$ cat src/rtl/adc_sequencer.sv
// adc_sequencer: round-robin SPI master for two ADCs sharing SCLK/SS, with a valid/ready sample output
module adc_sequencer #(
    parameter int NBITS = 16,
    parameter int DIV = 2,
    parameter int GAP = 4,
    parameter int CHBITS = 2
) (
    input  logic                 clk,
    input  logic                 reset,
    input  logic                 enable,
    input  logic [2**CHBITS-1:0] chan_mask,
    output logic                 sclk,
    output logic                 ss,
    output logic                 mosi,
    input  logic                 adc1_miso,
    input  logic                 adc2_miso,
    output logic                 out_valid,
    input  logic                 out_ready,
    output logic [CHBITS-1:0]    out_chan,
    output logic [NBITS-1:0]     out_data1,
    output logic [NBITS-1:0]     out_data2,
    output logic                 overrun,
    input  logic                 overrun_clr,
    output logic                 busy
);
    localparam int NCH = 2**CHBITS;
    typedef enum logic [2:0] {S_IDLE, S_SETUP, S_SHIFT, S_HOLD, S_GAP} state_t;
    state_t state, state_n;
    logic [31:0] cnt, bitcnt;
    logic ph, last, go, start, sample, load, drop;
    logic [CHBITS-1:0] ch, ch_n;
    logic [NBITS-1:0] cmd, sr1, sr2;
    assign go = enable && |chan_mask;
    assign last = cnt == 32'(state == S_GAP ? GAP - 1 : DIV - 1);
    assign sample = state == S_SHIFT && last && !ph;
    assign load = state == S_SHIFT && last && ph && bitcnt == 32'(NBITS - 1);
    assign drop = load && out_valid && !out_ready;
    assign start = state_n == S_SETUP && state != S_SETUP;
    // Descending scan so the nearest set bit after the pointer wins; offset NCH wraps to the pointer itself.
    always_comb begin
        ch_n = ch;
        for (int i = NCH; i >= 1; i--)
            if (chan_mask[ch + CHBITS'(i)]) ch_n = ch + CHBITS'(i);
    end
    always_ff @(posedge clk)
        state <= reset ? S_IDLE : state_n;
    always_comb begin
        state_n = state;
        case (state)
            S_IDLE:  state_n = go ? S_SETUP : S_IDLE;
            S_SETUP: state_n = last ? S_SHIFT : S_SETUP;
            S_SHIFT: state_n = load ? S_HOLD : S_SHIFT;
            S_HOLD:  state_n = last ? S_GAP : S_HOLD;
            S_GAP:   state_n = last ? (go ? S_SETUP : S_IDLE) : S_GAP;
            default: state_n = S_IDLE;
        endcase
    end
    always_comb begin
        sclk = !(state == S_SHIFT && !ph);
        ss = !(state == S_SETUP || state == S_SHIFT || state == S_HOLD);
        mosi = (state == S_SETUP || state == S_SHIFT) && cmd[NBITS-1];
        busy = state != S_IDLE;
    end
    always_ff @(posedge clk) begin
        if (reset) begin
            cnt <= '0;
            bitcnt <= '0;
            ph <= 1'b0;
            ch <= '1;
            cmd <= '0;
            sr1 <= '0;
            sr2 <= '0;
            out_valid <= 1'b0;
            out_chan <= '0;
            out_data1 <= '0;
            out_data2 <= '0;
            overrun <= 1'b0;
        end else begin
            cnt <= (state == S_IDLE || last) ? '0 : cnt + 32'd1;
            ph <= state == S_SHIFT && (ph ^ last);
            bitcnt <= state == S_SHIFT ? bitcnt + 32'(last && ph) : '0;
            if (start)
                cmd <= NBITS'(ch_n) << (NBITS - CHBITS);
            else if (state == S_SHIFT && last && ph)
                cmd <= cmd << 1;
            if (start)
                ch <= ch_n;
            if (sample) begin
                sr1 <= {sr1[NBITS-2:0], adc1_miso};
                sr2 <= {sr2[NBITS-2:0], adc2_miso};
            end
            if (load && !drop) begin
                out_valid <= 1'b1;
                out_chan <= ch;
                out_data1 <= sr1;
                out_data2 <= sr2;
            end else if (out_ready)
                out_valid <= 1'b0;
            overrun <= drop || (overrun && !overrun_clr);
        end
    end
endmodule

$ cat config.mk
export PLATFORM = sky130hd
export DESIGN_NAME = adc_sequencer
export DESIGN_NICKNAME = d
export VERILOG_FILES = /design/src/rtl/adc_sequencer.sv
export SDC_FILE = /design/constraint.sdc
export NUM_CORES = 1
export LEC_CHECK = 0
export ABC_CLOCK_PERIOD_IN_PS = 3400
export CORE_MARGIN = 2
export CORE_UTILIZATION = 40
export CTS_BUF_LIST = sky130_fd_sc_hd__clkbuf_2
export CTS_CLUSTER_DIAMETER = 50
export DETAILED_ROUTE_END_ITERATION = 10
export GPL_TIMING_DRIVEN = 0
export PLACE_DENSITY_LB_ADDON = 0.15
export SLEW_MARGIN = 20
export SYNTH_ARGS = -nofsm -noshare
export SYNTH_HDL_FRONTEND = slang
export SYNTH_SLANG_ARGS = --single-unit
$ cat constraint.sdc
create_clock -name clk -period 3.4 [get_ports clk]
set_input_delay 0.34 -clock clk [delete_from_list [all_inputs] [get_ports clk]]
set_output_delay 0.34 -clock clk [all_outputs]
set_load 0.01 [all_outputs]
Yosys cells after proc, flatten, opt, wreduce, memory -nomap -nowiden
Index checks and enable logic that the tools add are counted.
W data, S select, Z words.
{"block": "totals", "output_inout_bits": 40, "mem_bits_ro": 0, "register_bits": 140, "latch_bits": 0, "input_bits": 11, "wordCells": 82, "memories": 0, "ramBits": 0}
{"block": "classes", "n_shift": 0, "eq_ne": 8, "n_div": 0, "n_addsub": 5, "n_mux": 20, "multipliers": 0, "bitwise": 2, "n_reduce_logical": 31, "magnitude_cmp": 3}
{"operator": "$add A32 B1 Y32", "count": 1}
{"operator": "$add A32 B1 Y32 const B", "count": 1}
{"operator": "$eq A32 B2 Y1", "count": 1}
{"operator": "$eq A32 B4 Y1 const B", "count": 1}
{"operator": "$mux W16", "count": 2}
{"operator": "$pmux W3 S5", "count": 1}
{"operator": "$logic_and A1 B1 Y1", "count": 14}
{"operator": "$mux W2", "count": 5}
{"operator": "$lt A2 B3 Y1 const B", "count": 3}
{"operator": "$mux W1", "count": 7}
{"operator": "$bmux W1 S2", "count": 3}
{"operator": "$eq A3 B1 Y1 const B", "count": 2}
{"operator": "$eq A3 B2 Y1 const B", "count": 2}
{"operator": "$logic_not A1 Y1", "count": 6}
{"operator": "$mux W3", "count": 2}
{"operator": "$add A2 B2 Y2 const B", "count": 2}
{"operator": "$logic_or A1 B1 Y1", "count": 4}
{"operator": "$reduce_bool A2 Y1", "count": 2}
{"operator": "$reduce_or A2 Y1", "count": 2}
{"operator": "$reduce_or A4 Y1", "count": 1}
{"operator": "$eq A3 B3 Y1 const B", "count": 1}
{"operator": "$logic_not A3 Y1", "count": 1}
{"operator": "$ne A3 B1 Y1 const B", "count": 1}
{"operator": "$reduce_bool A3 Y1", "count": 1}
{"operator": "3 further kinds", "count": 3}

Logic depth before layout (Yosys ltp)
{"block": "depth", "word_depth": 11, "ltp_mapped": 12, "mapped_depth_nobuf": 11}

Least setup slack after synthesis
No wires, ideal clock.
{"block": "synth_timing", "kind": "register to register", "from": "reg cnt[20]", "to": "reg bitcnt[30]", "arrival_ns": 3.081, "t_required_ns": 3.329, "setup_ns": 0.071, "path_stages_with_launch": 13, "slack_ns": 0.248, "synth_period_minus_slack_ns": 3.152, "path_buffers": 2, "path_cell_list": "dfxtp_1 clkbuf_1 nor4_1 nand4_1 nor3_1 ha_1 ha_1 ha_1 nand4_1 or4_1 clkbuf_1 or3_1 a21oi_1"}
{"block": "synth_between", "elab_chain_len": 3}
{"item": "start: declaration", "line_no": "29", "text": "logic [31:0] cnt, bitcnt;"}
{"item": "start signal: assignment", "line_no": "79", "text": "cnt <= (state == S_IDLE || last) ? '0 : cnt + 32'd1;"}
{"item": "$eq A32 B2 Y1", "line_no": "34", "text": "assign last = cnt == 32'(state == S_GAP ? GAP - 1 : DIV - 1);"}
{"item": "$logic_and A1 B1 Y1", "line_no": "81", "text": "bitcnt <= state == S_SHIFT ? bitcnt + 32'(last && ph) : '0;"}
{"item": "$add A32 B1 Y32", "line_no": "81"}
{"item": "end signal: assignment", "line_no": "81"}
{"item": "end: declaration", "line_no": "29"}
Every way passes these cells.
A chain may end at the register's enable or synchronous reset.

Worst setup path in the final report
{"block": "layout_timing", "from": "reg cnt[27]", "to": "reg bitcnt[31]"}
The elaborated chain is that of the path after synthesis.

==> metrics <==
vias in the first global route=4999; Synth Area in Compound Gates=0.114; reg-to-reg critical path startpoint=cnt[27]$_SDFF_PP0_; xor and xnor fraction of the mapped netlist area=0.0695; worst hold endpoint=overrun$_SDFF_PP0_; Pins Over Slew Limit=0; Gate Count Post-Synth=694; Synth Net Count=709; FF-to-FF End=bitcnt[31]$_SDFF_PP0_; Worst-Margin Slew=0.705 ns; drt initial violations=327; R2R depth=12; Power Dens Cells=399 nW/um2; CTS tree=done; full die area=16500 um2; Final setup viols=0; I/O Pins=51; share of cells above drive strength 1=0.0990; Nets=780; max_cap viols=0; placed cell areas=6910 um2; first-pass detailed-route iteration total=4; Routability Congestion=0.805; Max IR drop VDD=0.000269 V; initial antenna violation count=1; Die W=128 um; synthesized area=6180 um2; CP Data Arrival Time=3.82 ns; run status=finished, final reports clean; Total Routing Usage GR=0.180; most frequent cells in the layout=dfxtp_1 (138), nor2_1 (91), a21oi_1 (54); Hold Buf Count CTS=0; Final Hold Fails=0; DP HPWL=10200 um; Max clock buf depth=2; Crit Path Max Fanout=8; clock sink count=140; skew final=0.0344 ns; fin crit period=3.18 ns; mux share of post-synthesis cell area=0.0535; CTS buffer count=17; FF+latch count, synth=140; grt total ovfl=0; FP Rows=45; HP Class=input pin to register; CP Capture Type=register; Routed WL=14400 um; Synth Area in Simple Gates=0.258; Slew HR=0.528; post-DR wirelength/cell=14.9 um; Clock Tree Root=clkbuf_2; Worst-Skew Late Latency=0.70 ns; Crit Path Class=register to register; I/O Buffers=50; final period utilization=0.934; Initial Util=0.408; Worst Setup Start Kind=register; final core utilization=0.484; worst hold path depth=3; Synth Warn #=0; maximum number of pins on one net before global-route repair=17; Reg clk slew, reported paths=0.22 ns; Setup WS post-layout=0.225 ns; distinct cell type count after synthesis=49; Die H=128 um; Area Growth Syn to Fin=18.7%; Seq/Total Area, Yosys=0.454; via/cell ratio=5.42; reg-to-reg slack, setup=0.22 ns; Total Power=2.93 mW; Final Instance Area=7330 um2; post-route ant nets=0; commonest non-fill, non-tap cell in the layout=dfxtp_1; WP data required=4.04 ns; routed via count=5243; core area=15100 um2; global-route wire length before repair=24100 um; DRC viols=0; Avg Cell Area, Syn=8.90 um2; Adder-Cell Fraction of Synth Area=0.00810; pre-CTS setup slack=-0.379 ns; hold_sp=overrun_clr; H-tree depth=4; leakage power=2.24 nW; f_max=0.315 GHz; main combinational cell family by area after synthesis=simple AND/OR/NAND/NOR gates
-- cells by family after synthesis --
| family | count (synthesis) |
|---|---|
| compound gates | 117 |
| xor+xnor | 49 |
| fa+ha+maj | 4 |
| buf+inv | 60 |
| flops | 140 |
| mux | 33 |
| simple gates | 291 |
-- state kept, by name, summed over array words and instances (netlist names) --
signal     count
sr2           16
ph             1
cnt           32
sr1           16
state          3
out_data2     16
cmd            2
out_valid      1
overrun        1
bitcnt        32
out_data1     16
ch             2
out_chan       2
-- layer usage --
metal,vias to the layer above,track usage,share of wire
met5,-,0,0
met4,0,0.0556,0.013
met3,13,0.0455,0.033
met2,75,0.285,0.46
met1,2483,0.243,0.50
li1,2672,-,-
-- report_power, final --
group          internal, mW  total [mW]  switching [mW]
logic                0.0479       0.111          0.0627
registers              1.65        1.66          0.0103
clock network         0.499        1.15           0.654
-- metrics by stage --
step | setup TNS, ns | hold slack (ns) | instances
after floorplan | 0 | 0.446 | 694
after global placement | -2.06 | 0.452 | 932
after detailed placement | -1.98 | 0.462 | 932
after CTS | 0 | 0.214 | 965
after global routing | -0.0441 | 0.221 | 968
final | 0 | 0.268 | 968
-- cell type report --
type	instances	area [um2]
fill	1437	7810
multi-input combinational	494	3190
sequential	140	2810
timing repair buffer	55	538
tap	188	235
buffer	46	218
clock inverter	15	210
clock buffer	17	85.1
inverter	11	41.3
antenna	2	5.00
-- cells in the mapped netlist (all sizes together) --
master | instances | area, um2
xor2 | 18 | 158
nand3 | 25 | 143
nor2 | 91 | 342
a21oi | 54 | 270
or4 | 2 | 15.0
nand2b | 6 | 37.5
nor3b | 1 | 7.51
or3b | 1 | 8.76
dfxtp | 140 | 2800
or3 | 18 | 113
ha | 4 | 50.1
and4 | 13 | 120
o41ai | 1 | 8.76
or2b | 1 | 7.51
o21ai | 17 | 85.1
nor4b | 4 | 35.0
o31ai | 35 | 263
o22ai | 1 | 6.26
o21a | 1 | 7.51
a21boi | 1 | 7.51
and2 | 5 | 31.3
nor4 | 20 | 140
nor3 | 14 | 70.1
or2 | 3 | 18.8
mux2i | 33 | 330
nand4 | 52 | 332
and3 | 7 | 43.8
a221o | 1 | 10.0
nand3b | 1 | 7.51
nand2 | 25 | 101
o211ai | 2 | 15.0
inv | 11 | 41.3
nor2b | 1 | 6.26
buf | 18 | 113
xnor2 | 31 | 272
clkbuf | 31 | 116
a211o | 2 | 17.5
and4bb | 1 | 12.5
a31oi | 2 | 12.5
-- what timing repair did --
item                                    4_1_cts  5_1_grt
buffers inserted                              2        3
pin swaps                                     2        5
endpoints found under the setup margin        8        8
hold endpoints to repair                      0        0
resized for setup                             8        9
cloned                                        0        0
-- worst max-delay path by stage --
stage / cells past startpoint / endpoint / slack (ns) / from
floorplan: 12 / bitcnt[30]$_SDFF_PP0_ / 0.25 / cnt[20]$_SDFF_PP0_
global placement: 11 / bitcnt[26]$_SDFF_PP0_ / -0.37 / cnt[0]$_SDFF_PP0_
detailed placement: 11 / bitcnt[30]$_SDFF_PP0_ / -0.38 / cnt[5]$_SDFF_PP0_
CTS: 12 / bitcnt[30]$_SDFF_PP0_ / 0.009 / cnt[20]$_SDFF_PP0_
global route: 11 / bitcnt[30]$_SDFF_PP0_ / -0.03 / cnt[27]$_SDFF_PP0_
finish: 12 / bitcnt[31]$_SDFF_PP0_ / 0.22 / cnt[27]$_SDFF_PP0_
-- critical path, cell delays in order (launching register included) --
cell	delay, ns
dfxtp_1	0.39
nor4_2	0.35
nand4_1	0.13
buf_4	0.18
nor3_4	0.19
ha_1	0.18
ha_1	0.18
and4_4	0.28
nand2_4	0.08
or4_1	0.52
buf_2	0.17
or3_1	0.34
a21oi_1	0.13
Note: power is estimated with default switching activity, not from simulation.
